`src/rtl/powlib_rrflop.sv`:
```
// Round-robin shared output register: grants one of N requesters per cycle and
// loads its data into a single valid/ready register; full throughput when drained.
module powlib_rrflop #(
  parameter int             W    = 8,
  parameter int             N    = 4,
  parameter logic [W-1:0]   INIT = '0,
  parameter int             SW   = (N > 1) ? $clog2(N) : 1
) (
  input  logic             clk,
  input  logic             rst,
  input  logic [N-1:0]     req,
  input  logic [N*W-1:0]   din,
  output logic [N-1:0]     gnt,
  output logic [W-1:0]     q,
  output logic             qvld,
  output logic [SW-1:0]    qsel,
  input  logic             rdy
);

  logic [SW-1:0] ptr;
  logic [SW-1:0] win;
  logic [W-1:0]  win_dat;
  logic          found;
  logic          free;
  logic          take;

  assign free = !qvld || rdy;
  assign take = free && found && !rst;

  // Scan from ptr upward with wrap; the first requester seen wins.
  always_comb begin
    found   = 1'b0;
    win     = '0;
    win_dat = '0;
    for (int k = 0; k < N; k++) begin
      int idx;
      idx = int'(ptr) + k;
      if (idx >= N) idx = idx - N;
      if (!found && req[idx]) begin
        found   = 1'b1;
        win     = SW'(idx);
        win_dat = din[idx*W +: W];
      end
    end
  end

  always_comb begin
    gnt = '0;
    if (take) gnt[win] = 1'b1;
  end

  always_ff @(posedge clk or posedge rst) begin
    if (rst) begin
      q    <= INIT;
      qvld <= 1'b0;
      qsel <= '0;
      ptr  <= '0;
    end else if (take) begin
      q    <= win_dat;
      qsel <= win;
      qvld <= 1'b1;
      ptr  <= (win == SW'(N-1)) ? '0 : win + 1'b1;
    end else if (qvld && rdy) begin
      qvld <= 1'b0;
    end
  end

endmodule

```
`config.mk`:
```
export PLATFORM = sky130hd
export DESIGN_NAME = powlib_rrflop
export DESIGN_NICKNAME = d
export VERILOG_FILES = /design/src/rtl/powlib_rrflop.sv
export SDC_FILE = /design/constraint.sdc
export NUM_CORES = 1
export LEC_CHECK = 0
export ABC_CLOCK_PERIOD_IN_PS = 3730
export CAP_MARGIN = 20
export CORE_UTILIZATION = 49
export DETAILED_ROUTE_END_ITERATION = 6
export PLACE_DENSITY = 0.82
export SLEW_MARGIN = 20
export SYNTH_ARGS = -nofsm -noshare
export SYNTH_HDL_FRONTEND = slang
export SYNTH_SLANG_ARGS = --single-unit
```
`constraint.sdc`:
```
create_clock -name clk -period 3.73 [get_ports clk]
set_clock_uncertainty 0.1 [all_clocks]
set_input_delay 0.746 -clock clk [delete_from_list [all_inputs] [get_ports clk]]
set_output_delay 0.746 -clock clk [all_outputs]
set_load 0.005 [all_outputs]
```
==> impl_results.md, run 1 <==
* Post-synthesis compound-gate area fraction at 0.139
* CTS sink cnt at 13
* R2R cell count at 8
* Net count after synthesis at 225
* Pleak at 1.15 nW
* Antenna violations before repair at 0
* CTS buffer count at 3
* ANT cells at 0
* Power Internal at 1.31 mW
* Clock Path Buffers at 2
* Hold depth at 2
* Number of flops mapped to enable cells by yosys at 0
* Count of input and output buffers at 53
* Worst Setup Path Type: in2out
* Total gr overflow at 0
* Simple-gate share of the synthesized area at 0.109
* Sw frac at 0.433
* Cell Area, Synth at roughly 1900 µm²
* Ys async rst share at 1.00
* Register bit count reported by yosys at 13
* All-Layer GR Usage at 0.264
* Mux contribution to synthesized area at 0.464
* Nets at 291
* Status: complete, no violations
* Area Growth Syn to Fin at 40.9%
* Post-Place Cell Area at 2560 µm²
* Synth Flop Type: dfrtp_1
* Sequential power share at 0.109
* Combinational Power Share at 0.835
* CP max stage delay at 0.53 ns
* Largest net degree at the start of global routing at 40
* Crit-path max FO at 5
* Vias at 1,867
* Worst-path cell chain: dlygate4sd2_1 -> buf_4 -> mux4_2 -> buf_6 -> o31ai_4 -> ha_1 -> and2_1 -> clkdlybuf4s50_1
* Worst path slowest cell: mux4_2
* Ratio of cells with drive above 1 in the final layout at 0.279
* Syn_area_per_cell at 10.6 µm²
* Final-report hold violation count at 0
* Max IR drop VDD at 0.881 mV
* Max Slew Vio Count at 0
* First-pass GRT wire length at 8540 µm
* Starting Density at 0.516
* Die width at around 64 µm
* Final count of negative-setup-slack endpoints at 0
* Synth warn at 0
* Fin crit period at between 3 and 4 ns
* Pwr Total at 2.31 mW
* Register area share after synthesis at 0.171
* Layout Cells excl Fill at around 290
* First-iteration detailed-routing DRC count at 242
* Rel. slew slack at 0.517
* Post-Synth Adder-Cell Area at 0.0461
* Critical path arrival at 2.83 ns
* Clk slew on worst S/H paths at approximately 0.060 ns
* DRC at 0
* Clk network pwr share at 0.056
* Unique cell type count in the Yosys netlist at 38
* CP Data Required Time at 2.88 ns
* H-tree levels at 1
* Root Driver: clkbuf_8
* Largest family of logic cells by synthesized area: multiplexers
* Clock latency on the worst-skew pair at 0.24 ns
* Filler cell count at 272
* Drt first pass iters at 5
* Placed Cells at 285
* # IOs at 54
* Die height at approximately 64 µm
* Worst min-delay path class: reg2reg
* WL final at 5150 µm
* Post-DR vias/cell at ~6.4
* Drt wl/cell at 17.6 µm
* Post-Layout Inst Area at ~2700 µm²
* Fmax at 272 MHz
* Num rows at 22
* Syn Inst Count at roughly 180
* Detail Route Antenna Nets at 0
* Core area at 3690 µm²
* RSZ-0062 raised after global routing: true
* Cell area power density at 861 nW/µm²
* Startpoint Class: primary input
* Post-DP HPWL at 3750 µm
* CTS tree: done
* Crit end category: output pin
* Period utilization at 0.987
* DIE AREA at 4130 µm²
* Number of max-cap violations at 0
* Worst-margin pin slew at between 0.7 and 0.8 ns
* Final setup TNS at 0 ns
* Vias in the first global route at around 1.8k
* Synth Area in XOR/XNOR at 0.00461
* P_sw at 0.999 mW
* Final GP Congestion at 0.786
-- cell usage after synthesis, types with 2 or more instances --
library cell	number	area share
buf_1	2	0.0039
a21oi_1	10	0.026
o221ai_1	8	0.037
inv_1	3	0.0059
mux2_2	10	0.059
o311ai_1	8	0.037
buf_4	2	0.0079
nor2_1	3	0.0059
dfrtp_1	13	0.17
clkbuf_1	2	0.0039
buf_2	8	0.021
nor2b_1	2	0.0066
o21ai_0	3	0.0079
mux2i_1	32	0.17
and2_1	4	0.013
buf_6	3	0.018
nand2b_1	2	0.0066
nand4_1	8	0.026
nand2_1	12	0.024
ha_1	7	0.046
mux4_2	20	0.24
-- power groups by stage --
| stage | Sequential (mW) | Combinational, mW | Clock, mW |
|---|---|---|---|
| detailed placement | 0.250 | 1.77 | 0 |
| global route | 0.260 | 2.07 | 0.139 |
| finish | 0.251 | 1.93 | 0.130 |
| CTS | 0.251 | 1.84 | 0.127 |
| floorplan | 0.250 | 1.31 | 0 |
| global placement | 0.252 | 1.74 | 0 |
-- placed cells by master (no fill, tap or decap), drive strengths merged, types with 2 or more instances in the layout --
cell	synthesis	final
nand2b	2	2
o21ai	3	3
inv	4	4
ha	7	7
dlymetal6s2s	0	2
clkdlybuf4s50	0	47
nor2	3	3
a21oi	10	10
dfrtp	13	13
nor2b	3	3
or2	2	2
mux2i	32	32
mux4	20	20
o311ai	8	8
and2	4	4
clkbuf	3	4
buf	15	26
nand4	8	8
nand2	12	12
dlygate4sd2	0	4
mux2	10	10
o221ai	8	8
-- kinds of logic (layout without fill, tap and decap cells) --
family / count (synthesis) / count (layout)
muxes: 62 / 62
and+or+nand+nor: 38 / 38
AOI/OAI and AO/OA: 36 / 36
buffers and inverters: 22 / 87
DFF: 13 / 13
adders and majority gates: 7 / 7
xor gates and xnor gates: 1 / 1
-- layout make-up --
class                           instances  area, µm²  area share
Multi-Input combinational cell        144       1490       0.557
Timing Repair Buffer                   79        741       0.276
Sequential cell                        13        327       0.122
Tap cell                               48       60.1      0.0224
Clock buffer                            4       45.0      0.0168
Inverter                                4       15.0     0.00560
-- worst paths after layout --
kind | start | endpoint | slack [ns]
max | req[1] | gnt[1] | 0.05
min reg2reg | q[0]$_DFFE_PP0P_ | q[0]$_DFFE_PP0P_ | 0.38
max in group asynchronous | rst | ptr[0]$_DFFE_PP0P_ | 2.59
min | q[0]$_DFFE_PP0P_ | q[0]$_DFFE_PP0P_ | 0.38
max reg2reg | ptr[0]$_DFFE_PP0P_ | q[4]$_DFFE_PP0P_ | 0.91
min in group asynchronous | rst | q[7]$_DFFE_PP0P_ | 0.76
-- critical path, delay by kind of cell --
kind / cells / cell delay, ns
fa+ha+maj: 1 / 0.17
compound gates: 1 / 0.22
buf+inv: 4 / 1.05
simple gates: 1 / 0.11
mux: 1 / 0.53
-- sequential cells by signal (all words and copies together) (netlist names) --
| name | count |
|---|---|
| q | 8 |
| ptr | 2 |
| qsel | 2 |
| qvld | 1 |
-- per-layer routing --
metal  global-route usage  wire length [µm]  share of wire
met5                    0                 0              0
met4               0.0778               132          0.026
met3               0.0393               474          0.092
met2                0.446              2520           0.49
met1                0.347              2020           0.39
-- metrics by stage --
stage	hold WS (ns)	utilization	setup slack, ns
floorplan	0.380	-	0.235
global placement	0.370	0.693	-0.204
detailed placement	0.375	0.693	-0.275
CTS	0.387	0.713	0.0342
global route	0.407	0.727	-0.0380
finish	0.382	0.727	0.0491
-- what timing repair did --
item / in CTS / in global routing
hold buffers: 0 / 0
setup buffers: 2 / 1
pin swaps: 0 / 1
hold endpoints to repair: 0 / 0
resized for setup: 10 / 8
endpoints found under the setup margin: 4 / 4
(Power assumes the default switching activity.)
==> run 2, diff against run 1 <==
--- a/config.mk
+++ b/config.mk
@@ -7,6 +7,7 @@
 export LEC_CHECK = 0
 export ABC_CLOCK_PERIOD_IN_PS = 3730
 export CAP_MARGIN = 20
+export CORE_ASPECT_RATIO = 0.8
 export CORE_UTILIZATION = 49
 export DETAILED_ROUTE_END_ITERATION = 6
 export PLACE_DENSITY = 0.82
==> run 2 against run 1 <==
The flow now finishes with violations (design-rule violations). Sequential power is essentially flat. Sequential share of layout area about the same. Combinational power increased by 4%. Flip-flop and latch count stayed put. Wire length rose by 8.0%. Setup slack gained 0.0037 ns. Cell count down 1.7%. Final area is 0.33% higher. Fmax is 0.10% higher. Highest routed layer unchanged.
==> impl_results.md, run 2 (synthesis results as in run 1) <==
* Status: finished with violations
* Violated checks: design-rule violations
* Num rows at 19
* Worst min-delay path class: reg2reg
* Vias in the first global route at around 1.9k
* Final setup TNS at 0 ns
* Vias at between 1.5k and 2k
* Root Driver: clkbuf_8
* Worst Setup Path Type: in2out
* Stages on worst setup path at 9
* Core area at 3570 µm²
* Worst-path cell chain: dlygate4sd2_1 -> mux4_2 -> nand2b_1 -> nor2b_4 -> o31a_1 -> buf_4 -> ha_1 -> and2_1 -> dlygate4sd2_1
* H-tree levels at 1
* Critical path arrival at 2.83 ns
* Pleak at 1.15 nW
* Placement Setup Slack at -0.363 ns
* CTS tree: done
* Fin crit period at 3.68 ns
* Total gr overflow at 0
* Startpoint Class: primary input
* Starting Density at 0.533
* CP max stage delay at roughly 0.49 ns
* Final-report hold violation count at 0
* Critical hold path startpoint: qsel[1]$_DFFE_PP0P_
* PnR worst setup slack at 0.0528 ns
* Largest net degree at the start of global routing at 29
* Antenna violations before repair at 0
* Commonest non-fill, non-tap cell in the layout: clkdlybuf4s50_1
* WHS Endpoint: qsel[1]$_DFFE_PP0P_
* Max Slew Vio Count at 0
* First-iteration detailed-routing DRC count at approximately 120
* Worst path slowest cell: mux4_2
* ANT cells at 0
* Post-DR vias/cell at roughly 6.5
* Clk slew on worst S/H paths at approximately 0.050 ns
* Cell area power density at 880 nW/µm²
* Reg-to-reg slack, setup at 0.84 ns
* Rel. slew slack at 0.538
* Nets at about 290
* Final count of negative-setup-slack endpoints at 0
* Reg-to-Reg Start: ptr[0]$_DFFE_PP0P_
* DIE AREA at 4140 µm²
* Clock latency on the worst-skew pair at between 0.2 and 0.25 ns
* Crit end category: output pin
* Worst r2r dst: q[6]$_DFFE_PP0P_
* Drt wl/cell at 19.4 µm
* WL final at 5560 µm
* Post-DP HPWL at 4190 µm
* Area Growth Syn to Fin at 41.4%
* # IOs at 54
* Buf/Inv on CP at 3
* Cell family contributing the most delay on the critical path: buffers and inverters
* Number of max-cap violations at 0
* Hold-fix buffers at CTS at 0
* Ratio of cells with drive above 1 in the final layout at 0.298
* Final GP Congestion at 0.904
* Count of input and output buffers at 53
* Register bank with the most flops: q
* R2R cell count at 8
* CP Data Required Time at 2.88 ns
* Period utilization at 0.986
* DRC at 1
* CTS buffer count at 3
* Die width at between 70 and 80 µm
* Max reg flops at 8
* First-pass GRT wire length at between 9000 and 10,000 µm
* Crit-path max FO at 4
* All-Layer GR Usage at 0.283
* Fmax at 272 MHz
* Detail Route Antenna Nets at 0
* Most frequent CP cell: dlygate4sd2_1
* CTS sink cnt at 13
* Die height at 57.7 µm
* Most frequent cells in the layout: clkdlybuf4s50_1 (45), mux2i_1 (32), buf_4 (25)
* Worst-margin pin slew at 0.691 ns
* Biggest regs: q x8, ptr x2, qsel x2
* Max IR drop VDD at slightly below 0.8 mV
* Hold depth at 1
* Drt first pass iters at 6
* Clock Path Buffers at 2
* Filler cell count at 253
==> run 2: cell types whose count changed in the layout (fill, tap and decap cells not counted) <==
cell,previous run,this run
ha_1,7,4
buf_4,23,25
dfrtp_2,1,2
ha_4,0,1
nand2b_1,1,2
ha_2,0,2
dfrtp_1,12,11
dlygate4sd2_1,4,6
buf_6,2,1
clkdlybuf4s50_1,47,45
a21oi_1,10,9
a21oi_2,0,1
nand2b_4,1,0
==> run 2: layout make-up <==
type	count	area (µm²)	area share
sequential	13	328	0.122
clock buffer	4	45.0	0.0168
tap	42	52.6	0.0195
inverter	4	15.0	0.00558
timing repair buffer	80	742	0.276
multi-input combinational	144	1510	0.560
==> run 2: layer usage <==
metal / wire length, µm / up-vias / global-route usage
li1: - / 851 / -
met1: 2290 / 887 / 0.401
met2: 2680 / 109 / 0.449
met3: 513 / 13 / 0.0365
met4: 68 / 0 / 0.101
met5: 0 / - / 0
==> run 2: timing repair <==
| item | 4_1_cts | 5_1_grt |
|---|---|---|
| gates resized for setup | 18 | 6 |
| pin swaps | 1 | 1 |
| setup endpoints to repair | 4 | 3 |
| buffers inserted | 5 | 2 |
==> run 2: stage by stage <==
step / power, mW / hold slack [ns] / cell area [µm²] / instances / utilization
floorplan: 1.56 / 0.380 / 1900 / 179 / -
global placement: 1.97 / 0.379 / 2530 / 276 / 0.709
detailed placement: 2.03 / 0.401 / 2530 / 276 / 0.709
CTS: 2.30 / 0.408 / 2660 / 285 / 0.745
global route: 2.53 / 0.440 / 2690 / 287 / 0.754
finish: 2.37 / 0.403 / 2690 / 287 / 0.754
==> run 2: report_power, final <==
| part | internal (mW) | switching (mW) |
|---|---|---|
| Combinational | 1.06 | 0.942 |
| Clock | 0.0751 | 0.0454 |
| Sequential | 0.209 | 0.0405 |
==> run 2: worst max path at each step <==
| stage | startpoint | to | slack, ns |
|---|---|---|---|
| detailed placement | req[2] | gnt[3] | -0.36 |
| floorplan | ptr[0]$_DFFE_PP0P_ | gnt[0] | 0.24 |
| finish | req[2] | gnt[0] | 0.05 |
| global route | req[3] | gnt[0] | -0.004 |
| global placement | req[2] | gnt[3] | -0.19 |
| CTS | req[2] | gnt[1] | 0.006 |
==> run 2: worst register-to-register path, stage by stage (launching register included) <==
cell and delay [ns]:
dfrtp_2 0.39, inv_1 0.12, ha_4 0.33, mux4_2 0.57
buf_8 0.15, buf_4 0.18, nor2b_1 0.56, nand4_1 0.20
o311ai_1 0.16
==> run 3, diff against run 2 <==
--- a/config.mk
+++ b/config.mk
@@ -6,10 +6,10 @@
 export NUM_CORES = 1
 export LEC_CHECK = 0
 export ABC_CLOCK_PERIOD_IN_PS = 3730
-export CAP_MARGIN = 20
 export CORE_ASPECT_RATIO = 0.8
 export CORE_UTILIZATION = 49
 export DETAILED_ROUTE_END_ITERATION = 6
+export GPL_ROUTABILITY_DRIVEN = 0
 export PLACE_DENSITY = 0.82
 export SLEW_MARGIN = 20
 export SYNTH_ARGS = -nofsm -noshare
==> run 3 against run 2 <==
Sequential share of layout area down 0.073 points. Largest power group unchanged. Setup slack worse by 0.033 ns. Critical endpoint is now gnt[1]. Power is 3.3% higher. Global-route usage is 0.46 points higher. Hold slack hardly changed. Count of clock-buffer cells in the layout unchanged. Non-clock buffer count is 1 higher. The flow still finishes with violations (design-rule violations). Utilization grew 0.46 points. Combinational power up 3%. Critical path depth decreased by 1. Cell count rose by 0.35%. Sequential power hardly changed.
==> impl_results.md, run 3 (synthesis results as in run 1) <==
* Count of input and output buffers at 53
* DRT met1 WL at 2190 µm
* Register bank with the most flops: q
* Fin crit period at 3.71 ns
* Worst Setup Path Type: in2out
* H-tree levels at 1
* Rel. slew slack at 0.553
* Post-Layout Inst Area at 2710 µm²
* Crit end category: output pin
* First-pass GRT wire length at roughly 9100 µm
* Period utilization at 0.995
* Die height at 57.7 µm
* Buf/Inv on CP at 2
* Placed Cells at between 200 and 300
* Max IR drop VDD at 0.540 mV
* Max Used Layer: met4
* Detail Route Antenna Nets at 0
* CTS buffer count at 3
* Total gr overflow at 0
* Most frequent cells in the layout: clkdlybuf4s50_1 (46), mux2i_1 (32), buf_4 (24)
* Commonest non-fill, non-tap cell in the layout: clkdlybuf4s50_1
* Vias at approximately 2.0k
* Fmax at between 200 and 300 MHz
* Power Internal at 1.35 mW
* Die width at 71.7 µm
* Post-DR vias/cell at 7.08
* Worst-path cell chain: dlygate4sd2_1 -> mux4_2 -> nand2b_4 -> nor2b_4 -> o31ai_4 -> ha_1 -> and2_1 -> clkdlybuf4s50_1
* Cell family contributing the most delay on the critical path: buffers and inverters
* CTS tree: done
* Drt first pass iters at 7
* Sw frac at 0.446
* Crit-path max FO at 3
* WL final at 5950 µm
* Largest net degree at the start of global routing at 24
* Critical hold path startpoint: q[1]$_DFFE_PP0P_
* Status: finished with violations
* Core Util, Final at 0.759
* Vias in the first global route at 1,918
* WHS at a little over 0.4 ns
* Post-Place Cell Area at 2530 µm²
* Clock Path Buffers at 2
* Hold-fix buffers at CTS at 0
* ANT cells at 0
* Antenna violations before repair at 0
* WL met3 at about 630 µm
* RSZ-0062 raised after global routing: true
* Final setup TNS at 0 ns
* R2R cell count at 8
* Root Driver: clkbuf_8
* All-Layer GR Usage at 0.288
* Max Slew Vio Count at 0
* CP Data Required Time at roughly 2.9 ns
* Clk slew on worst S/H paths at about 0.050 ns
* Post-DP HPWL at 4130 µm
* Reg-to-reg slack, setup at slightly below 0.8 ns
* Worst min-delay path class: reg2reg
* Worst-margin pin slew at 0.669 ns
* P_sw at 1.09 mW
* DIE AREA at roughly 4100 µm²
* Biggest regs: q x8, ptr x2, qsel x2
* Starting Density at 0.533
* Max reg flops at 8
* Hold depth at 2
* Num rows at 19
* Routed wl met2 at 2930 µm
* First-iteration detailed-routing DRC count at 353
* Pwr Total at 2.45 mW
* PnR worst setup slack at between 0.015 and 0.02 ns
* # IOs at 54
* Placement Setup Slack at -0.366 ns
* Area Growth Syn to Fin at 42.2%
* Core area at 3570 µm²
* DRC at 1
* CP max stage delay at 0.50 ns
* Clk network pwr share at 0.051
* Pleak at 1.15 nW
* Critical path arrival at roughly 2.9 ns
* Combinational Power Share at 0.846
* Sequential power share at 0.103
* Worst r2r dst: q[0]$_DFFE_PP0P_
* Ratio of cells with drive above 1 in the final layout at 0.297
* Clock latency on the worst-skew pair at approximately 0.24 ns
* Reg-to-Reg Start: ptr[0]$_DFFE_PP0P_
* Worst path slowest cell: mux4_2
* Cell area power density at around 900 nW/µm²
* WHS Endpoint: q[1]$_DFFE_PP0P_
* Startpoint Class: primary input
* CTS sink cnt at 13
* Drt wl/cell at slightly above 20 µm
* Nets at 293
* Final-report hold violation count at 0
* Number of max-cap violations at 0
* Layout Cells excl Fill at 288
* Final count of negative-setup-slack endpoints at 0
* Violated checks: design-rule violations
## run 3: cell types whose count changed in the layout (fill, tap and decap cells not counted), sizes merged
cell,before,now
clkdlybuf4s15,0,2
dlygate4sd2,6,4
buf,27,28
clkdlybuf4s50,45,46
dlymetal6s2s,2,1
## run 3: how the worst max path moves through the flow
stage / slack, ns / start / cells after the start / endpoint
floorplan: 0.24 / ptr[0]$_DFFE_PP0P_ / 11 / gnt[0]
global placement: -0.20 / req[1] / 8 / gnt[2]
detailed placement: -0.37 / req[1] / 8 / gnt[1]
CTS: 0.007 / ptr[0]$_DFFE_PP0P_ / 9 / gnt[1]
global route: -0.01 / req[0] / 8 / gnt[1]
finish: 0.02 / req[0] / 8 / gnt[1]
## run 3: final cells by class
type,count,area (µm²)
well taps,42,52.6
fillers,209,861
clock buffers,4,45.0
multi-input cells,144,1510
repair buffers,81,757
flip-flops and latches,13,328
inverters,4,15.0
## run 3: timing repair
| item | CTS | global route |
|---|---|---|
| gates resized for setup | 19 | 7 |
| setup endpoints to repair | 4 | 3 |
| buffers inserted | 5 | 3 |
| cloned | 0 | 0 |
| pin swaps | 1 | 2 |
## run 3: routing by layer
layer / global-route usage / vias to the layer above
met1: 0.369 / 982
met5: 0 / -
met2: 0.485 / 170
met4: 0.140 / 0
met3: 0.0383 / 31
li1: - / 856
## run 3: worst register-to-register path, delay by kind of cell, from the launching register on
kind | cells | cell delay (ns)
compound gates | 1 | 0.18
fa+ha+maj | 1 | 0.32
buf+inv | 3 | 0.45
flops | 1 | 0.41
mux | 1 | 0.56
simple gates | 2 | 0.80
## run 3: power by group through the flow
stage | Combinational, mW | Sequential, mW | Clock [mW]
after detailed placement | 1.76 | 0.264 | 0
final | 2.07 | 0.253 | 0.124
after CTS | 1.92 | 0.249 | 0.125
after floorplan | 1.31 | 0.250 | 0
after global routing | 2.18 | 0.259 | 0.134
after global placement | 1.70 | 0.260 | 0
